`config.mk`:
```
export PLATFORM = sky130hd
export DESIGN_NAME = led_shift_out
export DESIGN_NICKNAME = d
export VERILOG_FILES = /design/src/rtl/led_out_pkg.sv /design/src/rtl/led_shift_tick.sv /design/src/rtl/led_shift_out.sv
export SDC_FILE = /design/constraint.sdc
export NUM_CORES = 1
export LEC_CHECK = 0
export CORE_ASPECT_RATIO = 1.25
export CORE_MARGIN = 2
export CORE_UTILIZATION = 63
export CTS_BUF_LIST = sky130_fd_sc_hd__clkbuf_4 sky130_fd_sc_hd__clkbuf_8
export DETAILED_ROUTE_END_ITERATION = 7
export GPL_TIMING_DRIVEN = 0
export PLACE_DENSITY_LB_ADDON = 0.15
export SLEW_MARGIN = 10
export SYNTH_ARGS = -nofsm -noshare
export SYNTH_HDL_FRONTEND = slang
export SYNTH_HIERARCHICAL = 1
export SYNTH_SLANG_ARGS = --single-unit
```
`constraint.sdc`:
```
create_clock -name clk -period 5.5 [get_ports clk]
set_input_delay 1.375 -clock clk [delete_from_list [all_inputs] [get_ports clk]]
set_output_delay 1.375 -clock clk [all_outputs]
set_load 0.01 [all_outputs]
```
`src/rtl/led_out_pkg.sv`:
```
`default_nettype none
// ============================================================================
// Module      : led_out_pkg
// Description : Shared types and defaults for the serial LED output stage.
//               Holds the shifter FSM state encoding and the default frame
//               width / shift-clock divider used by led_shift_out.
// Revision    : 1.0 - initial release
// ============================================================================
package led_out_pkg;

    // Default frame geometry: 16 LEDs, 4 clk cycles per shift-clock half-period
    localparam int LED_WIDTH_DEFAULT   = 16;
    localparam int LED_CLK_DIV_DEFAULT = 4;

    typedef enum logic [1:0] {
        ST_IDLE  = 2'd0,
        ST_LOW   = 2'd1,
        ST_HIGH  = 2'd2,
        ST_LATCH = 2'd3
    } led_state_t;

endpackage
`default_nettype wire

```
`src/rtl/led_shift_tick.sv`:
```
`default_nettype none
// ============================================================================
// Module      : led_shift_tick
// Description : Modulo-CLK_DIV counter with synchronous clear. Raises tick on
//               the last clk cycle of each shift-clock half-period.
// Ports       : clk   - system clock, rising edge
//               rst   - asynchronous active-high reset
//               clear - synchronous clear; holds the count at zero
//               tick  - high on the last cycle of a half-period
// Revision    : 1.0 - initial release
// ============================================================================
module led_shift_tick #(
    parameter int CLK_DIV = 4
) (
    input  logic clk,
    input  logic rst,
    input  logic clear,
    output logic tick
);

    localparam int            CW   = (CLK_DIV > 1) ? $clog2(CLK_DIV) : 1;
    localparam logic [CW-1:0] LAST = CW'(CLK_DIV - 1);

    logic [CW-1:0] div_cnt;

    always_ff @(posedge clk or posedge rst) begin
        if (rst) begin
            div_cnt <= '0;
        end else if (clear || (div_cnt == LAST)) begin
            div_cnt <= '0;
        end else begin
            div_cnt <= div_cnt + 1'b1;
        end
    end

    // Suppressed while cleared so a held-idle counter never reports a tick
    assign tick = !clear && (div_cnt == LAST);

endmodule
`default_nettype wire

```
`src/rtl/led_shift_out.sv`:
```
`default_nettype none
// ============================================================================
// Module      : led_shift_out
// Description : Serialises a parallel LED word into a daisy-chained 74HC595
//               string (serial data, shift clock, latch clock). A frame is
//               sent once after reset and whenever leds differs from the last
//               word transmitted. MSB is shifted out first.
// Ports       : clk        - system clock, rising edge
//               rst        - asynchronous active-high reset
//               leds       - parallel LED word (WIDTH bits)
//               ser        - serial data to 595 DS
//               srclk      - shift clock to 595 SHCP
//               rclk       - latch clock to 595 STCP
//               busy       - high while a frame is in flight
//               frame_done - one-cycle pulse after the latch pulse
// Revision    : 1.0 - initial release
// ============================================================================
module led_shift_out
    import led_out_pkg::*;
#(
    parameter int WIDTH   = LED_WIDTH_DEFAULT,
    parameter int CLK_DIV = LED_CLK_DIV_DEFAULT
) (
    input  logic             clk,
    input  logic             rst,
    input  logic [WIDTH-1:0] leds,
    output logic             ser,
    output logic             srclk,
    output logic             rclk,
    output logic             busy,
    output logic             frame_done
);

    localparam int            BW       = (WIDTH > 1) ? $clog2(WIDTH) : 1;
    localparam logic [BW-1:0] LAST_BIT = BW'(WIDTH - 1);

    led_state_t       state, state_nx;
    logic [WIDTH-1:0] shreg, shreg_nx;
    logic [WIDTH-1:0] shadow, shadow_nx;
    logic [BW-1:0]    bit_cnt, bit_cnt_nx;
    logic             first, first_nx;
    logic             frame_done_nx;
    logic             tick;

    // Divider is held at zero in IDLE so each frame starts on a full half-period
    led_shift_tick #(
        .CLK_DIV (CLK_DIV)
    ) u_tick (
        .clk   (clk),
        .rst   (rst),
        .clear (state == ST_IDLE),
        .tick  (tick)
    );

    always_comb begin
        state_nx      = state;
        shreg_nx      = shreg;
        shadow_nx     = shadow;
        bit_cnt_nx    = bit_cnt;
        first_nx      = first;
        frame_done_nx = 1'b0;
        case (state)
            ST_IDLE: begin
                if (first || (leds != shadow)) begin
                    shreg_nx   = leds;
                    shadow_nx  = leds;
                    first_nx   = 1'b0;
                    bit_cnt_nx = '0;
                    state_nx   = ST_LOW;
                end
            end
            ST_LOW: begin
                if (tick) begin
                    state_nx = ST_HIGH;
                end
            end
            ST_HIGH: begin
                if (tick) begin
                    shreg_nx = shreg << 1;
                    if (bit_cnt == LAST_BIT) begin
                        state_nx = ST_LATCH;
                    end else begin
                        bit_cnt_nx = bit_cnt + 1'b1;
                        state_nx   = ST_LOW;
                    end
                end
            end
            ST_LATCH: begin
                if (tick) begin
                    state_nx      = ST_IDLE;
                    frame_done_nx = 1'b1;
                end
            end
            default: begin
                state_nx = ST_IDLE;
            end
        endcase
    end

    // Outputs are registered from the next-state values so they line up with
    // the state register rather than trailing it by a cycle.
    always_ff @(posedge clk or posedge rst) begin
        if (rst) begin
            state      <= ST_IDLE;
            shreg      <= '0;
            shadow     <= '0;
            bit_cnt    <= '0;
            first      <= 1'b1;
            ser        <= 1'b0;
            srclk      <= 1'b0;
            rclk       <= 1'b0;
            busy       <= 1'b0;
            frame_done <= 1'b0;
        end else begin
            state      <= state_nx;
            shreg      <= shreg_nx;
            shadow     <= shadow_nx;
            bit_cnt    <= bit_cnt_nx;
            first      <= first_nx;
            // shreg only shifts on HIGH exit, so ser is stable across the
            // whole LOW/HIGH pair for each bit.
            ser        <= ((state_nx == ST_LOW) || (state_nx == ST_HIGH)) ?
                          shreg_nx[WIDTH-1] : 1'b0;
            srclk      <= (state_nx == ST_HIGH);
            rclk       <= (state_nx == ST_LATCH);
            busy       <= (state_nx != ST_IDLE);
            frame_done <= frame_done_nx;
        end
    end

endmodule
`default_nettype wire
```
* Word level (Yosys, flattened, before mapping) *
Cells that the tools add are included.

storage, ports and cells
  logic and storage cells = 54
  output and inout bits = 5
  flip-flop bits (word level) = 46

operators by class
  add/sub/neg operators = 2
  mux-type cells = 17
  equal/unequal tests = 12
  reductions and logical operators = 11

operators by type and width
  operator                                        number
  2-to-1 mux 16 bit                               2
  one-hot mux 16 bit (2 select lines)             1
  inequality test 16 bit                          1
  2-to-1 mux 2 bit                                6
  2-to-1 mux 4 bit                                3
  == test 2 bit (second input constant)           5
  one-hot mux 2 bit (4 select lines)              1
  one-hot mux 4 bit (2 select lines)              1
  inequality test 2 bit (second input constant)   3
  adder 4 x 1 -> 4 bit (second input constant)    1
  == test 2 x 1 -> 1 bit (second input constant)  2
  == test 4 bit (second input constant)           1
  AND reduction 4 bit                             1
  nonzero test 2 bit                              2
  logical OR 1 bit                                3
  2-to-1 mux 1 bit                                3
  AND reduction 3 bit                             1
  adder 2 x 1 -> 2 bit (second input constant)    1
  zero test 2 bit                                 1
  AND reduction 2 bit                             1
  logical AND 1 bit                               1
  zero test 1 bit                                 1

* Depth between registers and ports, before layout *
  word-level depth = 8
  depth in mapped cells = 13

* Modules after synthesis *
Netlist, hierarchy kept.

by module, submodules not included
  module          area each (um2)  times used  cells an instance
  led_shift_out   2296.0           1           227
  led_shift_tick  97.6             1           7

* Worst setup path after synthesis *
No wires, ideal clock.

  path type = input-to-reg
  start point = input port leds[15]
  end point = register ser
  data arrival time = 2763 ps
  path slack = 2643 ps
  data required time = 5406 ps
  buffers on the path = 1
  stages = 8
  cells stage by stage = xnor2_1 -> nand4_1 -> nor3_4 -> and2_2 -> buf_12 -> a21o_1 -> ha_1 -> a211oi_1

between the ends
  longest elaborated chain between the ends = 7
  elaborated cells on any way between the ends = 10
  classes of those cells = 3 x eq/ne; 5 x mux; 2 x reduce/logical

RTL lines
  what                                                            RTL line              text
  start, declared                                                 led_shift_out.sv:26   input logic [WIDTH-1:0] leds,
  inequality test 16 bit                                          led_shift_out.sv:64   if (first || (leds != shadow)) begin
  logical OR 1 bit                                                led_shift_out.sv:64
  2-to-1 mux 2 bit                                                led_shift_out.sv:64
  one-hot mux 2 bit (4 select lines)                              led_shift_out.sv:62   case (state)
  == test 2 x 1 -> 1 bit / == test 2 bit (equally long branches)  led_shift_out.sv:122  ser <= ((state_nx == ST_LOW) || (state_nx == ST_HIGH)) ?
  logical OR 1 bit                                                led_shift_out.sv:122
  2-to-1 mux 1 bit *                                              led_shift_out.sv:122
  end signal, assigned                                            led_shift_out.sv:122
  end, declared                                                   led_shift_out.sv:27   output logic ser,

Every way passes the cells marked *; elsewhere a longest branch is shown, timed or not. The select of a mux whose other input is x is not followed.
A chain may end at the register's enable or synchronous reset.

* Worst setup path after layout *
Ends and elaborated chain as after synthesis.

==> metrics <==
Final Max Tran Viols 0; hold slack final 0.456 ns; DP Area around 2700 um^2; Worst Skew 0.00263 ns; top layer in use met4; warnings from Yosys 6; area of the core 3720 um^2; final setup fails 0; Final Hold Fails 0; reg-to-reg setup timing slack 2.53 ns; final period utilization 60.3%; CP endpoint kind flop; vias in the first global route 1,816; HP Class flop to flop; post-route minimum period 3.32 ns; Residual DRC 0; HPWL Detailed 3520 um; total negative slack 0 ns; layout cell share with drive strength beyond 1 18.5%; post-synthesis sequential area ratio 48.1%; # H-tree levels 2; initial antenna violation count 0; Area growth, synth to finish 16.1%; Main synth FF type dfrtp_1; register bit total from synthesis 46; Async S/R FF share, synth 100%; First-pass DRT Iterations 4; outcome finished, final reports clean; WL/cell 16.1 um; met2 wire len approximately 2600 um; initial core utilization 64.3%; Worst-Skew Late Latency 0.30 ns; Finished Cell Area 2780 um^2; PortBufs 22; final net count 287; Tot Pwr 1.33 mW; CTS tree built; largest net degree at the start of global routing 34; I/O pin count 23; vias per cell ~5.9; Peak VDD IR 0.274 mV; FP Rows 25; cells after synthesis 234; die area ~4300 um^2; worst path arrival time 3.52 ns; diode count 0; worst-margin pin slew approximately 0.56 ns; GRT overflow 0; worst endpoint required time 5.71 ns; WL met1 2140 um; most common cell after layout, fill and taps aside nand2_1; met3 WL 152 um; overall routing resource usage 26.0%; post-CTS setup buffers 0; number of synthesized flops with an enable pin 0; maximum root-to-sink buffer count 2; clk sink count 46; Initial DRC Count 60; unrepaired setup endpoints after global routing no; clock transition at the registers of the reported paths 0.09 ns; FMAX 301 MHz; number of routed nets with antenna violations 0; first-pass GRT wire length 8400 um; synthesized area about 2400 um^2; via count 1,788; cts hold-fix bufs 0; pwr dens 480 nW/um^2; Inserted Clock Buffers 5; most frequent cells in the layout 63 x nand2_1, 45 x dfrtp_1, 22 x clkdlybuf4s50_1, 17 x inv_1, 15 x xnor2_1; Cell variety after synth between 40 and 50; Pleak 1.21 nW; Syn Area/Cell 10.2 um^2; post-CTS resize count 0; placer congestion estimate 0.781; synthesized net count around 260; Die Y approximately 73 um; startpoint types input pin; Worst Path Max Fanout 10; WL final a little under 5000 um; CP Class input pin to flop; Die W 59.1 um; root buf cell clkbuf_8; Layout fillers 264; Max Cap Viol 0; relative slew slack 62.4%
cells in the mapped netlist (all sizes together), types with 2 or more instances:
library cell,count,area share [%]
ha,5,2.6
nand2,63,9.9
o221ai,15,7.6
clkbuf,2,0.73
buf,11,4.3
nand4,4,1.0
and2,2,0.63
dfrtp,45,47
nand3,2,0.42
a21oi,8,1.8
inv,18,2.8
or2,2,0.52
o22ai,14,5.5
xnor2,15,5.5
nor3,4,2.0
nor2,3,0.47
o21ai,6,1.3
where the power goes:
group / total (mW) / internal, mW / leakage [nW] / switching (mW)
Sequential: 0.580 / 0.487 / 0.563 / 0.0926
Clock: 0.217 / 0.101 / 0.0472 / 0.116
Combinational: 0.536 / 0.270 / 0.600 / 0.266
worst paths after layout:
kind | startpoint | end | depth (start not counted)
worst max register to register | state[1] | shreg[12] | 12
worst min-delay path | u_tick/div_cnt[0] | u_tick/div_cnt[0] | 1
max in group asynchronous | rst | first | 3
worst min register to register | u_tick/div_cnt[0] | u_tick/div_cnt[0] | 1
min in group asynchronous | rst | u_tick/div_cnt[0] | 2
worst max-delay path | leds[15] | ser | 9
sequential cells by signal (all words and copies together) (netlist names):
| register | count |
|---|---|
| busy | 1 |
| u_tick/div_cnt | 2 |
| srclk | 1 |
| shadow | 16 |
| first | 1 |
| ser | 1 |
| shreg | 16 |
| frame_done | 1 |
| bit_cnt | 4 |
| state | 2 |
| rclk | 1 |
layer usage:
metal | up-vias | GRT usage, %
met5 | - | 0
met4 | 0 | 8.84
li1 | 861 | -
met2 | 35 | 44.3
met1 | 887 | 33.2
met3 | 5 | 4.26
metrics by stage:
| step | utilization, % | setup slack (ns) | instances |
|---|---|---|---|
| 3_3_place_gp | 71.6 | 1.86 | 296 |
| 6_report | 74.7 | 2.18 | 305 |
| 5_1_grt | 74.7 | 2.04 | 305 |
| 3_5_place_dp | 72.1 | 1.88 | 297 |
| 4_1_cts | 74.7 | 2.17 | 305 |
| 2_1_floorplan | - | 2.64 | 234 |
cells by family after synthesis:
group	synth area share (%)
fa+ha+maj	2.61
simple gates	16.5
flops	48.1
xor+xnor	5.85
buf+inv	8.05
compound gates	18.5
mux	0.418
final cells by class:
type / count / area, um^2 / share of cell area [%]
Sequential cell: 46 / 1150 / 41.5
Multi-Input combinational cell: 156 / 1050 / 37.7
Timing Repair Buffer: 23 / 240 / 8.64
Buffer: 13 / 121 / 4.37
Clock buffer: 6 / 82.6 / 2.97
Inverter: 19 / 71.3 / 2.57
Tap cell: 40 / 50.0 / 1.80
Clock inverter: 2 / 12.5 / 0.450
worst max-delay path, stage by stage:
cell and delay [ns]:
clkdlybuf4s50_1 0.54, xnor2_1 0.14, nand4_1 0.18, nor3_4 0.31
and2_2 0.25, buf_12 0.16, a21o_1 0.15, ha_1 0.23
a211oi_1 0.18
Note: power is estimated with default switching activity, not from simulation.
